## src/rtl/pipe_seq_pkg.sv

```systemverilog
// Shared types and constants for the pipeline stall/flush sequencer.
package pipe_seq_pkg;

  localparam int unsigned STATE_W = 2;
  localparam logic [4:0]  REG_ZERO = 5'd0;

  typedef enum logic [STATE_W-1:0] {
    StIdle    = 2'd0,
    StRun     = 2'd1,
    StMemWait = 2'd2,
    StHalt    = 2'd3
  } state_e;

endpackage

```

## src/rtl/mem_wait_timer.sv

```systemverilog
// Consecutive memory-wait cycle timer: load to 1, increment, saturate at MaxCount.
// timeout_o fires on the increment that brings the count up to MaxCount.
module mem_wait_timer #(
  parameter int unsigned MaxCount = 16
) (
  input  logic clk_i,
  input  logic rst_i,
  input  logic load_i,
  input  logic inc_i,
  output logic timeout_o
);

  localparam int unsigned W = $clog2(MaxCount + 1);
  localparam logic [W-1:0] MaxVal  = W'(MaxCount);
  localparam logic [W-1:0] LastVal = W'(MaxCount - 1);

  logic [W-1:0] count_q;

  // Count register; load wins over increment, increment stops at MaxVal.
  always_ff @(posedge clk_i) begin
    if (rst_i) begin
      count_q <= '0;
    end else if (load_i) begin
      count_q <= W'(1);
    end else if (inc_i && (count_q != MaxVal)) begin
      count_q <= count_q + W'(1);
    end
  end

  // Timeout when this increment makes (or keeps) the count at MaxVal.
  always_comb begin
    timeout_o = inc_i && (count_q >= LastVal);
  end

endmodule

```

## src/rtl/pipeline_sequencer.sv

```systemverilog
// Central stall/flush sequencer for the 5-stage pipeline.
// Optional performance counters are built only when PIPE_SEQ_PERF_EN is defined.
module pipeline_sequencer
  import pipe_seq_pkg::*;
#(
  parameter int unsigned MEM_TIMEOUT = 16
`ifdef PIPE_SEQ_PERF_EN
  ,
  parameter int unsigned CNT_W = 32
`endif
) (
  input  logic               clk_i,
  input  logic               rst_i,
  input  logic               start_i,
  input  logic [4:0]         id_rs_i,
  input  logic [4:0]         id_rt_i,
  input  logic               id_uses_rt_i,
  input  logic               ex_memread_i,
  input  logic [4:0]         ex_rt_i,
  input  logic               branch_taken_i,
  input  logic               mem_req_i,
  input  logic               mem_ready_i,
  output logic               pc_write_o,
  output logic               if_id_write_o,
  output logic               if_id_flush_o,
  output logic               id_ex_write_o,
  output logic               id_ex_bubble_o,
  output logic               ex_mem_write_o,
  output logic               mem_wb_bubble_o,
  output logic               run_o,
  output logic               err_o,
  output logic [STATE_W-1:0] state_o
`ifdef PIPE_SEQ_PERF_EN
  ,
  output logic [CNT_W-1:0]   stall_cnt_o,
  output logic [CNT_W-1:0]   flush_cnt_o
`endif
);

  state_e state_q;
  logic   err_q;
  logic   frozen;   // whole front of the pipe held, MEM_WB gets a bubble
  logic   active;   // hazard/branch/normal controls apply this cycle
  logic   load_use;
  logic   timeout;

  mem_wait_timer #(
    .MaxCount (MEM_TIMEOUT)
  ) u_timer (
    .clk_i     (clk_i),
    .rst_i     (rst_i),
    .load_i    (frozen && (state_q == StRun)),
    .inc_i     (frozen && (state_q == StMemWait)),
    .timeout_o (timeout)
  );

  // Hazard detection and per-stage control decode; priority wait > load-use > branch.
  always_comb begin
    load_use = ex_memread_i && (ex_rt_i != REG_ZERO) &&
               ((ex_rt_i == id_rs_i) || (id_uses_rt_i && (ex_rt_i == id_rt_i)));
    frozen          = 1'b0;
    active          = 1'b0;
    pc_write_o      = 1'b0;
    if_id_write_o   = 1'b0;
    if_id_flush_o   = 1'b0;
    id_ex_write_o   = 1'b0;
    id_ex_bubble_o  = 1'b0;
    ex_mem_write_o  = 1'b0;
    mem_wb_bubble_o = 1'b0;
    case (state_q)
      StRun: begin
        active = 1'b1;
        frozen = mem_req_i && !mem_ready_i;
      end
      StMemWait: begin
        active = mem_ready_i;
        frozen = !mem_ready_i;
      end
      default: ;
    endcase
    if (frozen) begin
      mem_wb_bubble_o = 1'b1;
    end else if (active) begin
      if (load_use) begin
        // Stall IF/ID; a simultaneous branch is picked up once the hazard clears.
        id_ex_write_o  = 1'b1;
        id_ex_bubble_o = 1'b1;
        ex_mem_write_o = 1'b1;
      end else begin
        pc_write_o     = 1'b1;
        if_id_write_o  = 1'b1;
        id_ex_write_o  = 1'b1;
        ex_mem_write_o = 1'b1;
        if_id_flush_o  = branch_taken_i;
      end
    end
  end

  // Sequencer FSM with sticky timeout error.
  always_ff @(posedge clk_i) begin
    if (rst_i) begin
      state_q <= StIdle;
      err_q   <= 1'b0;
    end else begin
      case (state_q)
        StIdle:    if (start_i) state_q <= StRun;
        StRun:     if (frozen) state_q <= StMemWait;
        StMemWait: begin
          if (mem_ready_i) begin
            state_q <= StRun;
          end else if (timeout) begin
            state_q <= StHalt;
            err_q   <= 1'b1;
          end
        end
        default: ;
      endcase
    end
  end

  always_comb begin
    run_o   = (state_q == StRun) || (state_q == StMemWait);
    err_o   = err_q;
    state_o = state_q;
  end

`ifdef PIPE_SEQ_PERF_EN
  logic [CNT_W-1:0] stall_cnt_q;
  logic [CNT_W-1:0] flush_cnt_q;

  // Performance counters: stalled running cycles and IF_ID flushes, wrapping.
  always_ff @(posedge clk_i) begin
    if (rst_i) begin
      stall_cnt_q <= '0;
      flush_cnt_q <= '0;
    end else begin
      if (run_o && !pc_write_o) stall_cnt_q <= stall_cnt_q + CNT_W'(1);
      if (if_id_flush_o)        flush_cnt_q <= flush_cnt_q + CNT_W'(1);
    end
  end

  assign stall_cnt_o = stall_cnt_q;
  assign flush_cnt_o = flush_cnt_q;
`endif

endmodule
```

## config.mk

```make
export PLATFORM = sky130hd
export DESIGN_NAME = pipeline_sequencer
export DESIGN_NICKNAME = d
export VERILOG_FILES = /design/src/rtl/pipe_seq_pkg.sv /design/src/rtl/mem_wait_timer.sv /design/src/rtl/pipeline_sequencer.sv
export SDC_FILE = /design/constraint.sdc
export NUM_CORES = 1
export LEC_CHECK = 0
export BUFFER_PORTS_ARGS = -buffer_cell sky130_fd_sc_hd__clkbuf_2
export CAP_MARGIN = 10
export CORE_UTILIZATION = 40
export CTS_CLUSTER_DIAMETER = 120
export DETAILED_ROUTE_END_ITERATION = 12
export GPL_TIMING_DRIVEN = 0
export PLACE_DENSITY = 0.81
export SYNTH_ARGS = -nofsm -noshare
export SYNTH_HDL_FRONTEND = slang
export SYNTH_SLANG_ARGS = --single-unit
```

## constraint.sdc

```tcl
create_clock -name clk_i -period 2.75 [get_ports clk_i]
set_clock_uncertainty 0.2 [all_clocks]
set_input_delay 0.55 -clock clk_i [delete_from_list [all_inputs] [get_ports clk_i]]
set_output_delay 0.55 -clock clk_i [all_outputs]
set_load 0.005 [all_outputs]
```

### Word-level counts from Yosys, hierarchy flattened

Index checks and enable logic that the tools add are counted.

* output and inout port bits: 11
* word-level logic and storage cells: 54
* bits of input ports: 23
* flip-flop bits (word level): 8

* bitwise logic cells: 1
* magnitude comparators: 1
* reduce and logical (&&, ||, !) cells: 18
* multiplexer cells: 21
* equal/unequal tests: 8
* add/sub/neg operators: 1

Operators by type and width (number)
* $mux W1: 14
* $eq A5 B5 Y1: 2
* $logic_and A1 B1 Y1: 8
* $mux W2: 4
* $pmux W2 S3: 1
* $add A5 B1 Y5 const B: 1
* $ge A5 B4 Y1 const B: 1
* $ne A5 B5 Y1 const B: 1
* $reduce_bool A5 Y1: 1
* $ne A2 B2 Y1 const B: 2
* $pmux W1 S2: 2
* $reduce_and A4 Y1: 1
* $ne A3 B3 Y1 const B: 1
* $reduce_and A3 Y1: 1
* $reduce_bool A3 Y1: 1
* $eq A2 B1 Y1 const B: 1
* $eq A2 B2 Y1 const B: 1
* $logic_not A2 Y1: 1
* $logic_or A1 B1 Y1: 2
* $reduce_bool A2 Y1: 1
* $reduce_or A2 Y1: 1
* $logic_not A1 Y1: 1
* $not A1 Y1: 1

### Logic depth before layout (Yosys ltp)

* depth in word-level cells: 8
* depth in mapped cells: 6
* gate-level depth less buffers: 6

### By module

A second synthesis with hierarchy kept.

* cells, all modules: 88
* area, all modules: 735.7 µm²

Modules (own cells, without submodules)
* pipeline_sequencer: seq. area each 60.1 µm², cells each 53, times used 1, area an instance 436.7 µm²
* mem_wait_timer: seq. area each 100.1 µm², cells each 35, times used 1, area an instance 299.0 µm²

### Worst setup path after synthesis

OpenSTA, ideal clock, no wires.

* path kind: register to output
* start: reg state_q[0], in the netlist state_o[0]
* end: out pc_write_o
* data required time: 2.000 ns
* buffers on the path: 1
* data arrival time: 1.596 ns
* cell stages (with the launch flop): 7
* setup slack: 0.404 ns
* cell sequence: dfxtp_1 > inv_1 > ha_1 > o21ai_0 > nor2_1 > a21boi_1 > buf_4

* word-level cells in the longest chain between the ends: 4
* elaborated cells between the ends (all ways): 6

Ends and longest elaborated chain
* start, declared: RTL line pipeline_sequencer.sv:40 `state_e state_q;`
* start signal, assigned: RTL line pipeline_sequencer.sv:102 `state_q <= StIdle;`
* start signal, assigned: RTL line pipeline_sequencer.sv:106 `StIdle: if (start_i) state_q <= StRun;`
* start signal, assigned: RTL line pipeline_sequencer.sv:107 `StRun: if (frozen) state_q <= StMemWait;`
* $eq A2 B2 Y1 or $eq A2 B1 Y1 (tied branches): RTL line pipeline_sequencer.sv:70 `case (state_q)`
* $pmux W1 S2: RTL line pipeline_sequencer.sv:70
* $mux W1
* $mux W1 (*)
* end, declared: RTL line pipeline_sequencer.sv:23 `output logic pc_write_o,`

Mark *: on every way between the ends. The rest lies on a longest branch, timed or not.

### Worst setup path after layout

* start: reg state_q[1], in the netlist state_o[1]
* end: out pc_write_o

* word-level cells in the longest chain between the ends: 4
* elaborated cells between the ends (all ways): 6

Ends and longest elaborated chain
* $eq A2 B2 Y1 or $eq A2 B1 Y1 (tied branches): RTL line pipeline_sequencer.sv:70
* $pmux W1 S2: RTL line pipeline_sequencer.sv:70
* $mux W1: RTL line pipeline_sequencer.sv:83 `end else if (active) begin`
* $mux W1 (*): RTL line pipeline_sequencer.sv:81 `if (frozen) begin`

Marks and branches as above.

==> flow_summary.yaml <==
drt:
  routed_wl_um: 1650
  via_per_inst: 4.86
  post_drt_wl_per_cell_um: 11.1
  drt-pass1-iter-count: 4
  drt_iter0_drc: 10
  ant_nets: 0
  drc: 0
  vias: 720
timing:
  hold_viol: 0
  maxSlewViolCount: 0
  fmax_mhz: 388
  setup_tns_ns: 0
  slew_headroom_pct: 84.0
  worst_pin_slew_ns: 0.238
  post-route-min-period_ns: 2.58
  setup_violations: 0
  rsz0062_at_grt: "no"
  period_share_pct: 93.8
cts:
  cts_num_sinks: 8
  clock_latency_ns: 0.25
  cts_tree: "done"
  cts_buffers: 3
  h-tree-depth: 1
  clk_pin_slew_ns: 0.05
  clk_path_buf_depth: 2
  clockRootBuffer: "clkbuf_4"
  hold_buffers: 0
min_path:
  min_to: "err_o$_SDFFE_PP0P_"
  hp-class: "flop to flop"
  min-delay-start: "err_o$_SDFFE_PP0P_"
  hold_depth: 2
run_status:
  status: "finished clean"
logic_synthesis:
  synth-seq-area-share_pct: 22.0
  syn-cell-area_um2: 728
  ys_ff_latch: 8
  postSynthCellCount: 86
  synth_top_area_share_pct: 22.0
  yosysWarnings: 0
  syn_area_per_cell_um2: 8.47
  synth_cell_types: 35
  synth.area.top_cells: "dfxtp_1, xnor2_1, ha_1"
  synth_nets: 117
  synth_top_area_cell: "dfxtp_1"
placement:
  dpl.hpwl_um: 1330
  place.gp.congestion: 0.708
  place_inst: 144
  port_buffers: 33
floorplan:
  die_w_um: 44.7
  die-area_mm2: 0.00199
  rows: 15
  core_region_area_mm2: 0.00171
  die_h_um: 44.7
  pin_count: 34
  start_util_pct: 42.6
grt:
  grt_pass1_wl_um: 2570
  overflow: 0
  grt_pass1_vias: 673
  antenna_found_initial: 0
  grtUsageTotal_pct: 17.4
  grt_max_degree: 8
critical_path:
  cp.arrival_ns: 1.83
  path_class: "flop to output pin"
  cp-start-kind: "flop"
  worst_r2r_endpoint: "state_o[0]$_SDFFE_PP0P_"
  crit_fanout: 7
  r2r_start: "state_o[1]$_SDFFE_PP0P_"
  cp.required_ns: 2.00
  reg2reg_slack_ns: 0.60
  end_kind: "output pin"
  worst_r2r_path_depth: 6
job:
  maxCapViolCount: 0
power:
  leakage_nw: 0.450
  p_per_area_mw_per_mm2: 519
  max-vdd-ir-drop_mv: 0.369
final_layout:
  diodes: 0
  n_fill_cell: 172
  final_cells: 148
  layout-drive-gt1-share_pct: 40.7
  area_growth_pct: 33.7
  nNetsFinal: 156
  final_common_cell: "clkbuf_2"
  layout_common_cells: "clkbuf_2, xnor2_1, inv_1"
-- critical path: stages, from the launching register on --
cell	delay (ns)
dfxtp_1	0.41
inv_1	0.14
ha_4	0.33
o21ai_0	0.11
nor2_2	0.15
a21boi_1	0.21
buf_4	0.13
clkbuf_2	0.09
-- metal layers --
| layer | global-route usage (%) | share of wire (%) | vias up |
|---|---|---|---|
| met5 | 0 | 0 | - |
| met4 | 9.09 | 1.4 | 0 |
| met3 | 3.27 | 5.9 | 4 |
| met2 | 32.4 | 50 | 22 |
| met1 | 18.4 | 42 | 322 |
| li1 | - | - | 372 |
-- synth_stat cells, drive strengths merged --
library cell	n
nand2	6
o22ai	1
and3b	1
xor2	1
o31ai	2
ha	8
and3	2
o31a	1
nor2	7
dfxtp	8
mux2	1
nand2b	1
and4	1
and2b	1
o21ai	1
mux2i	2
a21boi	1
nand4	2
nor3	1
o211ai	1
nand3	2
o21ba	1
xnor2	12
a211oi	2
a21oi	4
inv	9
o21a	1
buf	2
a21o	1
or4	1
o311a	2
-- registers in the layout, summed over array words and instances (netlist names) --
signal,flops
state_o,2
u_timer.count_q,5
err_o,1
-- area by class of cell --
cell class	count	area, um2	share of cell area, %
well taps	25	31.3	3.21
multi-input cells	67	537	55.1
clock buffers	3	22.5	2.31
flip-flops and latches	8	161	16.6
inverters	9	33.8	3.47
plain buffers	2	15.0	1.54
repair buffers	34	173	17.7
-- cells by family after synthesis --
group | Yosys count | share of synthesized area [%]
flip-flops | 8 | 22.0
adder cells (fa/ha/maj) | 8 | 13.7
multiplexers | 3 | 4.30
XOR/XNOR | 13 | 15.6
AND/OR/NAND/NOR | 25 | 17.7
AO/OA/AOI/OAI | 18 | 19.9
buffers and inverters | 11 | 6.70
-- report_power, final --
part / internal [mW] / switching [mW]
logic: 0.139 / 0.131
clock network: 0.0499 / 0.0389
registers: 0.130 / 0.0167
-- metrics by stage --
step	setup WS, ns	power, mW	hold WS [ns]	area [um2]	util (%)
floorplan	0.404	0.306	0.236	728	-
global placement	0.233	0.379	0.234	925	54.1
detailed placement	0.229	0.390	0.247	925	54.1
CTS	0.0260	0.487	0.254	952	55.8
global route	0.0215	0.546	0.298	973	57.0
finish	0.171	0.505	0.254	973	57.0
-- how the worst max path moves through the flow --
stage | startpoint | endpoint | slack, ns
after floorplan | state_o[0]$_SDFFE_PP0P_ | pc_write_o | 0.40
after global placement | ex_rt_i[1] | pc_write_o | 0.23
after detailed placement | ex_rt_i[1] | pc_write_o | 0.23
after CTS | state_o[1]$_SDFFE_PP0P_ | pc_write_o | 0.03
after global routing | state_o[1]$_SDFFE_PP0P_ | pc_write_o | 0.02
final | state_o[1]$_SDFFE_PP0P_ | pc_write_o | 0.17
-- timing repair --
item	CTS	global route
pin swaps	1	1
setup buffers	0	1
gates resized for setup	2	3
endpoints found under the setup margin	1	2
(Power assumes the default switching activity.)
